<file path="src/rtl/bcd_convert_scheduler.sv">
// bcd_convert_scheduler: round-robin front end for two requesters feeding a
// serial 16-bit binary-to-BCD (double-dabble) converter with 4 result digits.
// Build macro BCD_SATURATE_EN: when defined, captured values above 9999 give
// 9,9,9,9 with overflow set; when undefined, digits wrap modulo 10000 and
// overflow stays 0.
`timescale 1ns/1ps
module bcd_convert_scheduler (
    input  logic        clock,
    input  logic        reset,
    input  logic [1:0]  req,
    input  logic [15:0] data0,
    input  logic [15:0] data1,
    output logic [1:0]  grant,
    output logic        busy,
    output logic        done,
    output logic        done_id,
    output logic [3:0]  thousand,
    output logic [3:0]  hundred,
    output logic [3:0]  ten,
    output logic [3:0]  one,
    output logic        overflow
);

    typedef enum logic [1:0] {IDLE, SHIFT, DONE} state_t;

    state_t      state_q, state_d;
    logic [15:0] shift_reg;
    logic [15:0] work;
    logic [14:0] adj;
    logic [15:0] work_next;
    logic [3:0]  bit_cnt;
    logic        last_step;
    logic [1:0]  grant_q;
    logic        cur_id;
    logic        last_id;
    logic        pick_id;
    logic [15:0] sel_data;
    logic [15:0] result_q;
    logic        done_id_q;
`ifdef BCD_SATURATE_EN
    logic        big_q;
    logic        ovf_q;
`endif

    // Round-robin pick: a lone request wins, a tie goes to the requester not served last
    always_comb begin
        pick_id = 1'b0;
        case (req)
            2'b10:   pick_id = 1'b1;
            2'b11:   pick_id = ~last_id;
            default: pick_id = 1'b0;
        endcase
        sel_data = pick_id ? data1 : data0;
    end

    // One double-dabble step: correct digits >= 5, then shift in the next binary bit;
    // only the low three bits of the corrected thousands digit survive the shift
    always_comb begin
        adj = '0;
        for (int i = 0; i < 3; i++) begin
            adj[i*4 +: 4] = (work[i*4 +: 4] >= 4'd5) ? work[i*4 +: 4] + 4'd3 : work[i*4 +: 4];
        end
        adj[14:12] = work[14:12] + ((work[15:12] >= 4'd5) ? 3'd3 : 3'd0);
        work_next  = {adj, shift_reg[15]};
        last_step  = (bit_cnt == 4'd15);
    end

    // State register
    always_ff @(posedge clock) begin
        if (reset) state_q <= IDLE;
        else       state_q <= state_d;
    end

    // Next-state logic: 16 shift cycles, then a single DONE cycle
    always_comb begin
        state_d = state_q;
        case (state_q)
            IDLE:    if (req != 2'b00) state_d = SHIFT;
            SHIFT:   if (last_step)    state_d = DONE;
            DONE:    state_d = IDLE;
            default: state_d = IDLE;
        endcase
    end

    // Datapath: capture on acceptance, shift during SHIFT, publish results on the last step
    always_ff @(posedge clock) begin
        if (reset) begin
            shift_reg <= '0;
            work      <= '0;
            bit_cnt   <= '0;
            grant_q   <= '0;
            cur_id    <= 1'b0;
            last_id   <= 1'b1;
            result_q  <= '0;
            done_id_q <= 1'b0;
`ifdef BCD_SATURATE_EN
            big_q     <= 1'b0;
            ovf_q     <= 1'b0;
`endif
        end else begin
            grant_q <= 2'b00;
            case (state_q)
                IDLE: begin
                    if (req != 2'b00) begin
                        shift_reg <= sel_data;
                        work      <= '0;
                        bit_cnt   <= '0;
                        grant_q   <= pick_id ? 2'b10 : 2'b01;
                        cur_id    <= pick_id;
                        last_id   <= pick_id;
`ifdef BCD_SATURATE_EN
                        big_q     <= (sel_data > 16'd9999);
`endif
                    end
                end
                SHIFT: begin
                    work      <= work_next;
                    shift_reg <= {shift_reg[14:0], 1'b0};
                    bit_cnt   <= bit_cnt + 4'd1;
                    if (last_step) begin
                        done_id_q <= cur_id;
`ifdef BCD_SATURATE_EN
                        if (big_q) begin
                            result_q <= 16'h9999;
                            ovf_q    <= 1'b1;
                        end else begin
                            result_q <= work_next;
                            ovf_q    <= 1'b0;
                        end
`else
                        result_q <= work_next;
`endif
                    end
                end
                default: ;
            endcase
        end
    end

    assign grant    = grant_q;
    assign busy     = (state_q != IDLE);
    assign done     = (state_q == DONE);
    assign done_id  = done_id_q;
    assign thousand = result_q[15:12];
    assign hundred  = result_q[11:8];
    assign ten      = result_q[7:4];
    assign one      = result_q[3:0];
`ifdef BCD_SATURATE_EN
    assign overflow = ovf_q;
`else
    assign overflow = 1'b0;
`endif

endmodule

</file>
<file path="config.mk">
export PLATFORM = sky130hd
export DESIGN_NAME = bcd_convert_scheduler
export DESIGN_NICKNAME = d
export VERILOG_FILES = /design/src/rtl/bcd_convert_scheduler.sv
export SDC_FILE = /design/constraint.sdc
export NUM_CORES = 1
export LEC_CHECK = 0
export ABC_AREA = 1
export CAP_MARGIN = 20
export CORE_UTILIZATION = 50
export DETAILED_ROUTE_END_ITERATION = 12
export GPL_ROUTABILITY_DRIVEN = 0
export GPL_TIMING_DRIVEN = 0
export PLACE_DENSITY_LB_ADDON = 0.25
export RECOVER_POWER = 50
export SKIP_LAST_GASP = 1
export SLEW_MARGIN = 0
export SYNTH_ARGS = -nofsm -noshare
export SYNTH_HDL_FRONTEND = slang
export SYNTH_SLANG_ARGS = --single-unit
</file>
<file path="constraint.sdc">
create_clock -name clock -period 4.9 [get_ports clock]
set_input_delay 0.98 -clock clock [delete_from_list [all_inputs] [get_ports clock]]
set_output_delay 0.98 -clock clock [all_outputs]
set_load 0.03 [all_outputs]
</file>
# After elaboration in Yosys (flattened, before gate mapping)
# Index checks and enable logic that the tools add are counted.
totals:
  regBits: 59
  out_inout_bits: 22
op_classes:
  addsub: 5
  magnitude_cmp: 4
  eq_ne: 7
  muxes: 16
  n_bitwise: 3
  reduce_logical: 9
ops:
  columns: ["cell", "count"]
  rows:
  - ["case mux 16 bit (2 select lines)", 2]
  - ["2-to-1 mux 16 bit", 3]
  - ["greater-or-equal comparator 4 x 3 -> 1 bit, second input constant", 4]
  - ["2-to-1 mux 4 bit", 4]
  - ["adder 4 x 2 -> 4 bit, second input constant", 3]
  - ["2-to-1 mux 2 bit", 4]
  - ["case mux 4 bit (2 select lines)", 1]
  - ["AND reduction 2 bit", 4]
  - ["== test 2 bit, second input constant", 3]
  - ["nonzero test 2 bit", 3]
  - ["adder 4 x 1 -> 4 bit, second input constant", 1]
  - ["== test 4 bit, second input constant", 1]
  - ["!= test 2 bit, second input constant", 2]
  - ["case mux 2 bit (2 select lines)", 1]
  - ["adder 3 x 2 -> 3 bit", 1]
  - ["inverter 1 bit", 3]
  - ["OR reduction 3 bit", 1]
  - ["== test 2 x 1 -> 1 bit, second input constant", 1]
  - ["zero test 2 bit", 1]
  - ["case mux 1 bit (2 select lines)", 1]

# Logic depth before layout (Yosys ltp)
logic_depth:
  ltp_word: 5
  depth_mapped: 10

# Least setup slack after synthesis
# OpenSTA, ideal clock, no wires.
synth_timing:
  path_kind: "in2reg"
  from: "input req[1]"
  to: "register shift_reg[10]"
  arrival_time_ns: 1.785
  required_ns: 4.772
  setup_slack_ns: 2.988
  path_stages: 9
  n_path_buf: 3
  path_cell_list: "buf_4 nor2_2 nor2_4 buf_6 buf_6 nand2_1 nor2_1 nor2_1 nor2_1"
synth_via:
  elab_chain_len: 5
synth_rtl:
  columns: ["element", "line_no", "text"]
  rows:
  - ["start: declaration", "10", "input logic [1:0] req,"]
  - ["== test 2 bit", "48", "case (req)"]
  - ["case mux 1 bit (2 select lines)", "48", null]
  - ["2-to-1 mux 16 bit", "53", "sel_data = pick_id ? data1 : data0;"]
  - ["2-to-1 mux 16 bit", "104", "if (req != 2'b00) begin"]
  - ["case mux 16 bit (2 select lines)", "102", "case (state_q)"]
  - ["end signal: assignment", "105", "shift_reg <= sel_data;"]
  - ["end signal: assignment", "118", "shift_reg <= {shift_reg[14:0], 1'b0};"]
  - ["end: declaration", "27", "logic [15:0] shift_reg;"]
# Several ways; a longest one is shown, not always the timed one. The select of a mux whose other input is x is not followed.
# A chain may end at the register's enable or synchronous reset.

# Worst setup path after layout
layout_timing:
  from: "input req[0]"
  to: "register work[11]"
layout_via:
  elab_chain_len: 3
layout_rtl:
  columns: ["element", "line_no", "text"]
  rows:
  - ["nonzero test 2 bit", "104", null]
  - ["!= test 2 bit (no line)", null, null]
  - ["AND reduction 2 bit (no line)", null, null]
  - ["end signal: assignment", "117", "work <= work_next;"]
  - ["end: declaration", "28", "logic [15:0] work;"]
# Every way passes these cells.

==> qor.txt <==
Status = finished clean
Max cap viols = 0
Synth Area in Compound Gates = 0.0622
Synth Register Bits = 59
Number of flops mapped to enable cells by yosys = 0
DPL Wire Length = 5110 um
Syn Nets = 494
Rel. slew slack = 0.529
Final setup viols = 0
Clock buffer depth = 2
Cell area after synthesis = 3000 um^2
# resized after CTS = 0
Mux cell area share after synthesis = 0
Static leakage = 0.00169 uW
Post-Synth XOR/XNOR Area = 0.00292
Main combinational cell family by area after synthesis = simple AND/OR/NAND/NOR gates
Tcrit/Tclk final = 0.544
# H-tree levels = 3
Chip width = 79.4 um
Tot Pwr = 1130 uW
Grt total ovfl = 0
Hold_buf cts = 0
Num CTS Buffers = 9
Post-Synthesis Cells = 449
Power per cell area = 301 nW/um^2
Fraction of layout cells with a size suffix above 1 = 0.0539
Crit-path most repeated cell = nor2_1
Final Hold Fails = 0
Top cells by count, synth = 117 x nand2_1, 87 x nor2_1, 59 x dfxtp_1, 52 x nand3_1, 30 x inv_1
Avg Synthesized Cell Area = 6.67 um^2
Final ANT Viol Nets = 0
CP required = 5.16 ns
Placed cell area = 3630 um^2
CTS tree = done
Hold Slack = 0.467 ns
First-pass GRT wire length = 12100 um
DR pass1 iterations = 4
Die area = 6300 um^2
DRC viols = 0
Drt wl/cell = 11.9 um
Worst VDD drop = 0.000164 V
Critical path, cell by cell = dlygate4sd3_1, nor2_1, nor2_4, nor2_1, clkbuf_1, nand2_1, a21oi_1
Synth Area in Adders = 0.0401
RSZ-0062 raised after global routing = false
Worst setup EP type = register
Postcts setup bufs = 0
Boundary pin count = 58
Fin Clk Skew = 0.00534 ns
Top FF cell, synth = dfxtp_1
GRT Total Usage = 0.250
Initial core utilization = 0.531
Vias per cell = 5.06
Fmax = 0.375 GHz
Sequential element share of the synthesized area = 0.394
Nets = 559
Crit path largest cell delay = 0.58 ns
Initial antenna violation count = 0
Slew Viols, Final = 0
Async S/R FF share, synth = 0
CORE AREA = 5640 um^2
Worst-Skew Late Latency = 0.34 ns
Initial DRC count = 211
Arrival time at the worst endpoint = 2.93 ns
Fin area = 3770 um^2
IO Port Bufs = 54
Top-count cell post-synth = nand2_1
CP Launch Type = primary input
Critical path class = primary input to register
Top cells by area, synth = dfxtp_1 39%, nand2_1 15%, nor2_1 11%
Simple-gate area share of the yosys netlist = 0.416
Register area = 1180 um^2
Clock transition at path regs = 0.06 ns
Worst hold path type = register to register
CTS root buf = clkbuf_8
Clock sink count = 59
Post-route setup TNS = 0 ns
Slowest cell on crit path = dlygate4sd3_1
Worst Tran Pin Value = 0.699 ns
Layout fillers = 509
FP Rows = 27
Pin count of the biggest net entering global routing = 11
Vias in the first global route = 2842
Worst Path Max Fanout = 10
Distinct cells, synth = 28
N_diodes = 0
Ys Warns = 0
Area growth syn-to-layout = 26.0%
Crit path time final = 2.66 ns
Biggest area consumer among synthesized cells = dfxtp_1
Top cell type's share of synthesized area = 0.394
Vias = 2990
Die Ht = 79.4 um
Final Routed Wirelength = 7020 um
Footprint of the multi-input gates = 1550 um^2
## stage by stage
step	util	instances	setup slack [ns]
CTS	0.676	591	2.31
global placement	0.643	575	2.29
detailed placement	0.643	575	2.26
finish	0.669	591	2.24
global route	0.669	591	2.09
floorplan	-	449	2.99
## cells in the final DEF, fill, tap and decap left out
master	count
nand2_1	117
nor2_1	91
dfxtp_1	59
clkdlybuf4s50_1	53
nand3_1	52
inv_1	31
o21ai_0	23
clkbuf_1	16
nand3b_1	15
a21oi_1	11
clkbuf_8	10
ha_1	8
buf_2	5
nand4_1	5
inv_2	3
buf_4	3
nor3_1	3
nand2_2	2
clkinv_2	2
nor2_4	1
clkinv_1	1
o21bai_1	1
xor2_1	1
o21ai_1	1
or2_2	1
fa_1	1
conb_1	1
bufinv_16	1
dlygate4sd3_1	1
## routing by layer
| layer | global-route usage | part of all wire |
|---|---|---|
| met1 | 0.286 | 0.43 |
| met2 | 0.441 | 0.50 |
| met3 | 0.0389 | 0.057 |
| met4 | 0.142 | 0.019 |
| met5 | 0 | 0 |
## area by class of cell
| type | instances | share of cell area |
|---|---|---|
| buffer | 20 | 0.0245 |
| clock buffer | 14 | 0.0405 |
| clock inverter | 2 | 0.00928 |
| inverter | 36 | 0.0361 |
| multi-input combinational | 334 | 0.409 |
| sequential | 59 | 0.313 |
| tap | 72 | 0.0239 |
| timing repair buffer | 54 | 0.143 |
## cell families after synthesis
family	after synthesis
AOI/OAI and AO/OA	36
other	1
and+or+nand+nor	287
DFF	59
xor gates and xnor gates	1
adders and majority gates	9
buffers and inverters	56
## worst max-delay path, delay by kind of cell
kind	cells	cell delay (ns)
AOI/OAI and AO/OA	1	0.15
and+or+nand+nor	4	0.81
buffers and inverters	2	0.99
## where the power goes
group	switching, uW	internal (uW)
logic	111	73.5
registers	13.3	503
clock network	184	249
total	309	825
## worst paths after layout
path,from,end,slack (ns),cells after the start
setup / recovery,req[0],work[11]$_SDFFE_PP0P_,2.24,7
hold / removal,cur_id$_SDFFE_PP0P_,cur_id$_SDFFE_PP0P_,0.47,2
hold reg to reg,cur_id$_SDFFE_PP0P_,cur_id$_SDFFE_PP0P_,0.47,2
setup reg to reg,bit_cnt[0]$_SDFFE_PP0P_,result_q[8]$_SDFFE_PP0P_,2.93,9
Note: power is estimated with default switching activity, not from simulation.
